<file path="src/rtl/gin_pe_input_fifo.sv">
// Per-PE first-word-fall-through input buffer on the consumer side of a GIN X-bus.
// Bus back-pressure (gin_ready) is decoded purely from registered occupancy.
module gin_pe_input_fifo #(
   parameter int VALUE_LEN = 32,
   parameter int DEPTH     = 4,
   parameter int AF_LEVEL  = 3
) (
   input  logic                         clk,
   input  logic                         rst,
   input  logic [VALUE_LEN:0]           gin_enable_data,
   output logic                         gin_ready,
   output logic                         pe_valid,
   output logic [VALUE_LEN-1:0]         pe_data,
   input  logic                         pe_ready,
   input  logic                         clear,
   output logic [$clog2(DEPTH+1)-1:0]   count,
   output logic                         almost_full
);

   localparam int CW = $clog2(DEPTH+1);
   localparam int PW = $clog2(DEPTH);
   localparam logic [CW-1:0] DEPTH_CNT = CW'(DEPTH);
   localparam logic [CW-1:0] AF_CNT    = CW'(AF_LEVEL);

   logic [VALUE_LEN-1:0] mem [DEPTH];
   logic [PW-1:0]        wr_ptr;
   logic [PW-1:0]        rd_ptr;
   logic                 push;
   logic                 pop;

   // Ready depends only on the count register, keeping the bus-wide ready AND short.
   assign gin_ready   = (count != DEPTH_CNT);
   assign pe_valid    = (count != '0);
   assign pe_data     = mem[rd_ptr];
   assign almost_full = (count >= AF_CNT);

   assign push = gin_enable_data[VALUE_LEN] && gin_ready;
   assign pop  = pe_valid && pe_ready;

   always_ff @(posedge clk) begin
      if (rst || clear) begin
         wr_ptr <= '0;
         rd_ptr <= '0;
         count  <= '0;
      end else begin
         if (push) wr_ptr <= wr_ptr + PW'(1);
         if (pop)  rd_ptr <= rd_ptr + PW'(1);
         case ({push, pop})
            2'b10:   count <= count + CW'(1);
            2'b01:   count <= count - CW'(1);
            default: count <= count;
         endcase
      end
   end

   // Storage carries no reset; stale words are unreachable once the pointers clear.
   always_ff @(posedge clk) begin
      if (push && !clear && !rst) mem[wr_ptr] <= gin_enable_data[VALUE_LEN-1:0];
   end

endmodule

</file>
<file path="config.mk">
export PLATFORM = sky130hd
export DESIGN_NAME = gin_pe_input_fifo
export DESIGN_NICKNAME = d
export VERILOG_FILES = /design/src/rtl/gin_pe_input_fifo.sv
export SDC_FILE = /design/constraint.sdc
export NUM_CORES = 1
export LEC_CHECK = 0
export ABC_CLOCK_PERIOD_IN_PS = 5450
export BUFFER_PORTS_ARGS = -buffer_cell sky130_fd_sc_hd__buf_2
export CORE_ASPECT_RATIO = 1.5
export CORE_MARGIN = 2
export CORE_UTILIZATION = 55
export CTS_CLUSTER_DIAMETER = 80
export DETAILED_ROUTE_END_ITERATION = 8
export PLACE_DENSITY = 0.77
export SETUP_SLACK_MARGIN = 0.3
export SYNTH_ARGS = -nofsm -noshare
export SYNTH_HDL_FRONTEND = slang
export SYNTH_SLANG_ARGS = --single-unit
</file>
<file path="constraint.sdc">
create_clock -name clk -period 5.45 [get_ports clk]
set_input_delay 0.545 -clock clk [delete_from_list [all_inputs] [get_ports clk]]
set_output_delay 0.545 -clock clk [all_outputs]
set_load 0.03 [all_outputs]
</file>
* Yosys cells after proc, flatten, opt, wreduce, memory -nomap -nowiden
Memory sizes are Yosys's and may differ from the RTL's. A register that Yosys moved wholly into a read port is not among the register bits. Cells that the tools add are included.
Operators by class: order comparisons 1, muxes and demuxes 5, add/sub/neg operators 4, multipliers 0, div/mod/pow operators 0, shift-type cells 0, reduce and logical (&&, ||, !) cells 9, eq/ne operators 3, bitwise logic cells 0
Operators with widths (count):
- 3-bit case mux with 2 select lines | 1
- 2-bit by 1-bit adder with 2-bit output, second input constant | 2
- 1-bit logical AND | 4
- 2-bit 2-to-1 mux | 2
- 3-bit by 1-bit adder with 3-bit output, second input constant | 1
- 3-bit by 2-bit greater-or-equal comparator with 1-bit output, second input constant | 1
- 3-bit != test, second input constant | 1
- 3-bit nonzero test | 1
- 3-bit by 1-bit subtractor with 3-bit output, second input constant | 1
- 2-bit by 1-bit equality test with 1-bit output, second input constant | 1
- 2-bit equality test, second input constant | 1
- 1-bit zero test | 2
- 1-bit 2-to-1 mux | 2
- 2-bit nonzero test | 1
- 1-bit logical OR | 1
Word-level totals: input bits 37, memory bits (writable) 128, word-level logic and storage cells 26, latch bits 0, memories 1, output and inout port bits 38, register bits 7, ROM bits 0
Memories:
- mem | words 4, bits a word 32, read ports 1, clocked after memory_dff 1, wr ports 1, RTL line 25 | logic [VALUE_LEN-1:0] mem [DEPTH];

* Logic depth before layout (Yosys ltp)
Gate-level depths: netlist of run 1.
depth after elaboration 6, mapped depth 10, mapped depth without buffers 9

* Worst setup path after synthesis of run 1
Ideal clock, no wire load.
path type flip-flop to flip-flop, start reg count[2], end reg count[2], setup slack 2.734 ns, buffers on the path 1, arrival 2.646 ns, setup time 0.070 ns, stages on the path, launching flop included 11, path through dfxtp_1 -> or3b_4 -> and2_4 -> buf_6 -> inv_1 -> ha_1 -> inv_1 -> fa_1 -> xor2_1 -> or3_2 -> a21oi_1
Between the ends: cells in the longest elaborated chain, start to end 4
RTL lines:
- start, declared | RTL line 16 | output logic [$clog2(DEPTH+1)-1:0] count,
- start signal, assigned | RTL line 49 | 2'b10: count <= count + CW'(1);
- start signal, assigned | RTL line 50 | 2'b01: count <= count - CW'(1);
- start signal, assigned | RTL line 51 | default: count <= count;
- 3-bit != test (*) | RTL line 32 | assign gin_ready = (count != DEPTH_CNT);
- named net gin_ready | RTL line 11 | output logic gin_ready,
- 1-bit logical AND (*) | RTL line 37 | assign push = gin_enable_data[VALUE_LEN] && gin_ready;
- 2-bit by 1-bit equality test with 1-bit output or 2-bit equality test (tied branches) | RTL line 48 | case ({push, pop})
- 3-bit case mux with 2 select lines or 2-bit nonzero test (tied branches)
The timed path passes the listed nets; every way through them passes the cells marked *. A chain may end at the register's enable or synchronous reset.

==> flow_summary.toml, run 1 <==
[min_path]
hold_class = "primary input to flip-flop"

[global_route]
pin_count_of_the_biggest_net_entering_global_routing = 33
globalRouteTotalUtil_pct = 18.78
grt_pass1_wl_um = 12920
grt_antenna_before_repair = 0
first_global_vias = 2499
overflow = 0

[setup_path]
path_class = "flip-flop to output port"
critical_path.endpoint = "pe_data[1]"
cp_slowest_cell = "sky130_fd_sc_hd__dfxtp_2"
r2r_slack_ns = 2.95
worst_setup_path_end_kind = "output port"
slowest_delay_ns = 0.61
critPathArrivalTime_ns = 2.28
critical_path.reg2reg.startpoint = "count[2]"
reg2reg_depth = 9
critPathBufInv = 2
regToRegEndpoint = "count[2]"
required_ns = 4.91
crit_fanout = 20
logic_depth_of_the_worst_path_buffers_included = 3
crit_path_cell_trace = "buf_4, mux4_2, buf_2"
critical-path-top-delay-family = "buffers and inverters"
worst_setup_path_start_kind = "flip-flop"

[synthesis]
synth_most_common_cell = "sky130_fd_sc_hd__edfxtp_1"
synth_commonest_cells = "128 x sky130_fd_sc_hd__edfxtp_1, 32 x sky130_fd_sc_hd__mux4_2, 9 x sky130_fd_sc_hd__dfxtp_1"
synth.largest_area_cell = "sky130_fd_sc_hd__edfxtp_1"
ys_async_sr_fraction_pct = 0
synthesis.yosys.warnings = 0
post-synth-top-area-fraction_pct = 75.29
synthFlopType = "sky130_fd_sc_hd__edfxtp_1"
synth_cells = 221
yosys_register_bits = 137
synthesis.area_um2 = 5105
synth_edf_count = 128
synth_cell_type_count = 28
synth_top_cells_by_area = "sky130_fd_sc_hd__edfxtp_1 75%, sky130_fd_sc_hd__mux4_2 14%, sky130_fd_sc_hd__dfxtp_1 3.5%"
syn-num-nets = 264
postSynthAreaPerCell_um2 = 23.10
yosysSeqAreaShare_pct = 78.82

[cts]
post_cts_resize_count = 0
h_tree_level_count = 4
clock_tree.root_cell = "sky130_fd_sc_hd__clkbuf_16"
post_cts_clock_slew_at_the_launch_and_capture_registers_of_the_worst_setup_and_hold_paths_ns = 0.06
post_cts_buffers = 0
clock_tree_from_tritoncts = "yes"
post_cts_hold_buffer_count = 0
clock_sink_count = 137
cts_inserted_buffers = 17
clk_latency_ns = 0.41
cts_buffer_depth = 2

[pwr]
max-vdd-ir-drop_mv = 0.2411
sw_frac_of_total_pct = 19.98
cellInternalPower_mw = 1.863
share_clk_of_total_power_pct = 45.7
static-leakage-power_nw = 2.094
p_sw_uw = 465.0
power.combinational.fraction_pct = 4.1
sequentialPowerShare_pct = 50.2
power_density_nw_per_um2 = 378.9

[place]
routabilityCongestion = 0.7719
port_buffers = 74
detailed_place_hpwl_um = 5011
dp_cells = 399

[floorplan]
core_region_area_um2 = 9146
floorplan.die_area_um2 = 10080
floorplan.rows = 43
design.portCount = 75
die_w_um = 82.66
fp.dieH_um = 122.0
floorplan.initialDensity_pct = 55.81

[detailed_routing]
wirelength_um = 8486
drt_pre_antenna_iters = 4
via_per_inst = 5.673
wl_per_cell_um = 19.69
route.vias.total = 2445
drt_iter0_drc = 128
drt_drc_violations_left = 0
postRouteAntennaNets = 0

[sta]
fin_crit_sh_pct = 51.77
worst_slew_pin_slew_ns = 0.8863
setup_repair_after_global_routing_missed_its_margin = "false"
fin_tns_setup_ns = 0
report.final.slew_viol_count = 0
worst_slew_margin_rel_pct = 40.91
hold_violation_total_from_the_final_report = 0
setup_viol_count_final = 0
fmax_ghz = 0.3545
layout_min_cycle_time_ns = 2.821
worst_clock_skew_ns = 0.004829

[final_layout]
nNetsFinal = 349
n_fill_cell = 624
insertedDiodeCount = 0
final_layout_size_suffix_gt1_share_pct = 46.71
synthToLayoutAreaGrowth_pct = 20.34
finalNonFillerCells = 431

[outcome]
run_status = "finished clean"

[job]
maxCapViolations = 0
[cell families after synthesis]
group                      after synthesis  synth area share (%)
buffers and inverters                   15                 1.348
muxes                                   33                 14.31
AOI/OAI and AO/OA                        7                 1.078
and+or+nand+nor                         19                 2.132
adders and majority gates                6                 1.618
xor gates and xnor gates                 4                0.6864
DFF                                    137                 78.82
[state kept, by name, summed over array words and instances (netlist names), named ones only]
signal	count
rd_ptr	2
wr_ptr	2
count	3
mem	128
[layer usage]
metal | GRT usage, % | share of wire (%) | vias up
met5 | 0 | 0 | -
met1 | 21.81 | 40 | 1264
met3 | 5.333 | 4.3 | 20
met4 | 10.86 | 3.5 | 0
li1 | - | - | 1081
met2 | 30.70 | 53 | 80
[final cells by class]
| type | count | area (um2) | area share [%] |
|---|---|---|---|
| clock buffer | 18 | 429.2 | 6.986 |
| clock inverter | 14 | 132.6 | 2.159 |
| inverter | 6 | 22.52 | 0.3666 |
| multi-input combinational | 69 | 1015 | 16.52 |
| sequential | 137 | 4026 | 65.54 |
| tap | 112 | 140.1 | 2.281 |
| timing repair buffer | 75 | 377.9 | 6.151 |
[power by group through the flow]
stage / Sequential (mW) / Clock, mW / Combinational [mW]
floorplan: 1.19 / 0 / 0.0574
global placement: 1.19 / 0 / 0.0932
detailed placement: 1.19 / 0 / 0.0962
CTS: 1.17 / 1.08 / 0.0965
global route: 1.17 / 1.12 / 0.103
finish: 1.17 / 1.06 / 0.0954
[how the worst min path moves through the flow]
stage,startpoint,to,cells past startpoint
after floorplan,wr_ptr[0],wr_ptr[0],2
after global placement,wr_ptr[0],wr_ptr[0],2
after detailed placement,wr_ptr[0],wr_ptr[0],2
after CTS,gin_enable_data[24],mem[3][24],1
after global routing,gin_enable_data[24],mem[3][24],1
final,gin_enable_data[3],mem[2][3],1
[per-stage QoR]
| stage | hold slack [ns] | instance area, um2 | setup WS [ns] | utilization [%] | power, mW |
|---|---|---|---|---|---|
| after global placement | 0.4840 | 5582 | 3.017 | 61.03 | 1.283 |
| after floorplan | 0.4688 | 5105 | 2.734 | - | 1.247 |
| final | 0.3471 | 6143 | 2.629 | 67.17 | 2.328 |
| after CTS | 0.3286 | 6143 | 2.538 | 67.17 | 2.344 |
| after global routing | 0.3339 | 6143 | 2.451 | 67.17 | 2.392 |
| after detailed placement | 0.5004 | 5582 | 2.970 | 61.03 | 1.287 |
[placed cells by master (no fill, tap or decap), drive strengths merged, types with 2 or more instances in the layout]
cell / netlist / routed
or3: 2 / 2
bufinv: 0 / 2
edfxtp: 128 / 128
nor2: 7 / 7
inv: 6 / 6
ha: 5 / 5
clkinvlp: 0 / 5
xor2: 3 / 3
clkbuf: 3 / 18
mux4: 32 / 32
dfxtp: 9 / 9
clkinv: 0 / 7
and3: 4 / 4
nand2: 2 / 2
buf: 6 / 75
a21oi: 2 / 2
(Power assumes the default switching activity.)
==> inputs of run 2 (changes only) <==
--- a/config.mk
+++ b/config.mk
@@ -5,7 +5,7 @@
 export SDC_FILE = /design/constraint.sdc
 export NUM_CORES = 1
 export LEC_CHECK = 0
-export ABC_CLOCK_PERIOD_IN_PS = 5450
+export ABC_CLOCK_PERIOD_IN_PS = 2600
 export BUFFER_PORTS_ARGS = -buffer_cell sky130_fd_sc_hd__buf_2
 export CORE_ASPECT_RATIO = 1.5
 export CORE_MARGIN = 2
==> constraint.sdc (replaced) <==
create_clock -name clk -period 2.6 [get_ports clk]
set_input_delay 0.26 -clock clk [delete_from_list [all_inputs] [get_ports clk]]
set_output_delay 0.26 -clock clk [all_outputs]
set_load 0.03 [all_outputs]
==> flow_summary.toml, run 2 (synthesis gave the netlist of run 1 again) <==
[detailed_routing]
drt_iter0_drc = 154
route.vias.total = 2439
wl_per_cell_um = 19.41
drt_drc_violations_left = 0
drt_pre_antenna_iters = 4
wirelength_um = 8444
postRouteAntennaNets = 0
via_per_inst = 5.607

[sta]
report.final.slew_viol_count = 0
worst_slew_margin_rel_pct = 42.20
setup_repair_after_global_routing_missed_its_margin = "false"
worst_slew_pin_slew_ns = 0.8670
fmax_ghz = 0.4514
worst_clock_skew_ns = 0.01013
fin_tns_setup_ns = 0
timing.hold.ws_ns = 0.06000
fin_crit_sh_pct = 85.20
hold_violation_total_from_the_final_report = 0
setup_viol_count_final = 0
layout_min_cycle_time_ns = 2.215

[floorplan]
core_region_area_um2 = 9146
floorplan.rows = 43
fp.dieH_um = 122.0
die_w_um = 82.66
design.portCount = 75
floorplan.die_area_um2 = 10080
floorplan.initialDensity_pct = 55.81

[setup_path]
crit_path_cell_trace = "or3b_4, and2_4, inv_2, ha_4, inv_2, fa_2, xor2_1, or3_4, a21oi_1"
path_class = "flip-flop to flip-flop"
critPathArrivalTime_ns = 2.55
required_ns = 2.94
cp_slowest_cell = "sky130_fd_sc_hd__or3b_4"
reg2reg_depth = 9
slowest_delay_ns = 0.42
worst_setup_path_start_kind = "flip-flop"
crit_fanout = 8
worst_setup_path_end_kind = "flip-flop"
critical_path.reg2reg.startpoint = "count[1]"
path_common_cell = "sky130_fd_sc_hd__inv_2"
startpoint = "count[1]"

[place]
port_buffers = 74
routabilityCongestion = 0.7029
postPlaceCellArea_um2 = 5654
detailed_place_hpwl_um = 5013
dp_cells = 402

[cts]
clk_latency_ns = 0.41
post_cts_clock_slew_at_the_launch_and_capture_registers_of_the_worst_setup_and_hold_paths_ns = 0.06
h_tree_level_count = 4
clock_tree.root_cell = "sky130_fd_sc_hd__clkbuf_16"
clock_tree_from_tritoncts = "yes"
clock_sink_count = 137
cts_inserted_buffers = 17
post_cts_buffers = 0
post_cts_hold_buffer_count = 0
cts_buffer_depth = 2
post_cts_resize_count = 0

[final_layout]
largest-register = "mem"
design_area_um2 = 6287
layout.cells.most_common_list = "128 x sky130_fd_sc_hd__edfxtp_1, 74 x sky130_fd_sc_hd__buf_2, 32 x sky130_fd_sc_hd__mux4_2"
largest_reg_flops = 128
n_fill_cell = 597
insertedDiodeCount = 0
largest_registers = "mem x128, count x3"
finalNonFillerCells = 435
multi_input_area_um2 = 1033
final_layout_size_suffix_gt1_share_pct = 50.46
finish.utilization_pct = 68.74
synthToLayoutAreaGrowth_pct = 23.16
most_common_library_cell_in_the_layout_ignoring_fill_and_taps = "sky130_fd_sc_hd__edfxtp_1"
nNetsFinal = 353
sequential_cell_area_um2 = 4033

[outcome]
run_status = "finished clean"

[min_path]
hold-path-cell-count = 1
hold_path_startpoint = "gin_enable_data[8]"
hold_class = "primary input to flip-flop"

[pwr]
power.combinational.fraction_pct = 4.1
p_sw_mw = 1.007
cellInternalPower_mw = 4.121
sw_frac_of_total_pct = 19.63
static-leakage-power_nw = 2.159
max-vdd-ir-drop_mv = 0.5698
sequentialPowerShare_pct = 47.7
power_density_nw_per_um2 = 815.5
share_clk_of_total_power_pct = 48.2

[global_route]
globalRouteTotalUtil_pct = 18.72
grt_pass1_wl_um = 13010
overflow = 0
first_global_vias = 2502
pin_count_of_the_biggest_net_entering_global_routing = 33
grt_antenna_before_repair = 0

[job]
maxCapViolations = 0
## run 2: area by class of cell
type                    count  share of cell area (%)
clock inverters            15                   3.184
flip-flops and latches    137                   64.14
well taps                 112                   2.229
multi-input cells          69                   16.44
clock buffers              17                   6.766
inverters                   6                  0.3582
repair buffers             79                   6.886
## run 2: power groups by stage
stage,clock [mW],combinational (mW),sequential [mW]
after floorplan,0,0.124,2.49
after global placement,0,0.206,2.49
after detailed placement,0,0.212,2.49
after CTS,2.52,0.213,2.45
after global routing,2.60,0.229,2.45
final,2.47,0.211,2.45
## run 2: per-layer routing
metal  up-vias  global-route usage, %  routed length [um]
met3        12                  5.926                 394
met4         0                  10.25                 179
met1      1246                  21.32                3253
met2        87                  30.85                4616
li1       1094                      -                   -
met5         -                      0                   0
## run 2: per-stage QoR
| step | power (mW) | worst slack, ns |
|---|---|---|
| 6_report | 5.127 | 0.3848 |
| 5_1_grt | 5.280 | 0.3010 |
| 4_1_cts | 5.178 | 0.3698 |
| 3_5_place_dp | 2.704 | 0.3811 |
| 3_3_place_gp | 2.696 | 0.4534 |
| 2_1_floorplan | 2.617 | 0.2439 |
## run 2: path summary, 6_finish.rpt
check	end	slack, ns
min reg2reg	wr_ptr[0]	0.50
max reg2reg	count[2]	0.38
min	mem[2][8]	0.06
max	count[2]	0.38
## run 2: critical path, delay by kind of cell, from the launching register on
family | cells | cell delay (ns)
simple gates | 3 | 0.92
fa+ha+maj | 2 | 0.47
flops | 1 | 0.35
xor+xnor | 1 | 0.18
compound gates | 1 | 0.13
buf+inv | 2 | 0.10
==> inputs of run 3 (changes only) <==
==> constraint.sdc (replaced) <==
create_clock -name clk -period 2.6 [get_ports clk]
set_input_delay 0.65 -clock clk [delete_from_list [all_inputs] [get_ports clk]]
set_output_delay 0.65 -clock clk [all_outputs]
set_load 0.03 [all_outputs]
==> flow_summary.toml, run 3 (synthesis gave the netlist of run 1 again) <==
[outcome]
run_status = "finished clean"

[pwr]
power_density_nw_per_um2 = 752.6
max-vdd-ir-drop_mv = 0.5938
static-leakage-power_nw = 2.191

[cts]
clock_tree.root_cell = "sky130_fd_sc_hd__clkbuf_16"
post_cts_buffers = 0
clk_latency_ns = 0.40
cts_inserted_buffers = 17
clock_tree_from_tritoncts = "yes"
post_cts_clock_slew_at_the_launch_and_capture_registers_of_the_worst_setup_and_hold_paths_ns = 0.05
cts_buffer_depth = 2
post_cts_hold_buffer_count = 0
h_tree_level_count = 4
clock_sink_count = 137

[setup_path]
critPathArrivalTime_ns = 1.71
required_ns = 1.95
worst_setup_path_start_kind = "flip-flop"
crit_fanout = 10
worst_setup_path_end_kind = "output port"
path_class = "flip-flop to output port"

[final_layout]
layout.cells.most_common_list = "128 x sky130_fd_sc_hd__edfxtp_1, 57 x sky130_fd_sc_hd__buf_2, 32 x sky130_fd_sc_hd__mux4_2"
synthToLayoutAreaGrowth_pct = 25.42
most_common_library_cell_in_the_layout_ignoring_fill_and_taps = "sky130_fd_sc_hd__edfxtp_1"
nNetsFinal = 358
final_layout_size_suffix_gt1_share_pct = 48.16
finalNonFillerCells = 438
finish.utilization_pct = 70.00
largest_registers = "mem x128, count x3"
largest-register = "mem"
design_area_um2 = 6402
insertedDiodeCount = 0
largest_reg_flops = 128

[sta]
setup_repair_after_global_routing_missed_its_margin = "true"
hold_violation_total_from_the_final_report = 0
worst_slew_pin_slew_ns = 0.4129
worst_slew_margin_rel_pct = 72.12
layout_min_cycle_time_ns = 2.365
report.final.slew_viol_count = 0
worst_clock_skew_ns = 0.008716
fmax_ghz = 0.4229
timing.hold.ws_ns = 0.4576
fin_crit_sh_pct = 90.96
fin_tns_setup_ns = 0
setup_viol_count_final = 0

[floorplan]
die_w_um = 82.66
core_region_area_um2 = 9146
floorplan.initialDensity_pct = 55.81
floorplan.rows = 43
floorplan.die_area_um2 = 10080
fp.dieH_um = 122.0
design.portCount = 75

[detailed_routing]
drt_iter0_drc = 122
postRouteAntennaNets = 0
wirelength_um = 8509
wl_per_cell_um = 19.43
via_per_inst = 5.491
drt_pre_antenna_iters = 4
route.vias.total = 2405
drt_drc_violations_left = 0

[place]
routabilityCongestion = 0.7342
detailed_place_hpwl_um = 5399
port_buffers = 74
postPlaceCellArea_um2 = 5734
dp_cells = 406

[global_route]
globalRouteTotalUtil_pct = 18.78
overflow = 0
pin_count_of_the_biggest_net_entering_global_routing = 33
grt_pass1_wl_um = 13160
grt_antenna_before_repair = 1
first_global_vias = 2548

[job]
maxCapViolations = 0

[min_path]
hold_class = "primary input to flip-flop"
run 3: power breakdown:
| group | switching [mW] | leakage (nW) | internal [mW] |
|---|---|---|---|
| Sequential | 0.0112 | 1.23 | 2.44 |
| Combinational | 0.130 | 0.706 | 0.0981 |
| Clock | 0.757 | 0.252 | 1.38 |
| Total | 0.899 | 2.19 | 3.92 |
run 3: final timing paths:
| check | slack (ns) | end | cells after the start | from |
|---|---|---|---|---|
| worst min-delay path | 0.46 | mem[0][15] | 1 | gin_enable_data[15] |
| worst max register to register | 0.40 | count[2] | 9 | count[2] |
| worst min register to register | 0.51 | wr_ptr[0] | 2 | wr_ptr[0] |
| worst max-delay path | 0.24 | pe_data[7] | 3 | flip-flop |
run 3: cell type report:
type | instances | area [um2]
inverter | 6 | 22.52
timing repair buffer | 84 | 638.1
multi-input combinational | 69 | 1037
tap | 112 | 140.1
sequential | 137 | 4038
clock inverter | 6 | 75.07
fill | 567 | 2744
clock buffer | 24 | 451.7
run 3: layer usage:
| layer | share of wire (%) | wire length [um] | track usage, % | vias up |
|---|---|---|---|---|
| met1 | 37 | 3170 | 21.48 | 1226 |
| met5 | 0 | 0 | 0 | - |
| met2 | 56 | 4739 | 31.50 | 64 |
| met3 | 5.1 | 437 | 6.741 | 13 |
| met4 | 1.9 | 161 | 7.889 | 0 |
| li1 | - | - | - | 1102 |
run 3: timing repair:
item,CTS,global route
endpoints found under the setup margin,29,33
resized for setup,10,31
cloned,1,1
run 3: worst max-delay path, stage by stage (launching register included):
cell	delay, ns
sky130_fd_sc_hd__dfxtp_4	0.43
sky130_fd_sc_hd__buf_12	0.17
sky130_fd_sc_hd__mux4_2	0.52
sky130_fd_sc_hd__buf_4	0.19
run 3: through the flow:
step / total power, mW / setup WS, ns
after floorplan: 2.617 / 0.2439
after global placement: 2.698 / 0.4380
after detailed placement: 2.707 / 0.3997
after CTS: 4.848 / 0.2087
after global routing: 4.981 / 0.1779
final: 4.818 / 0.2351
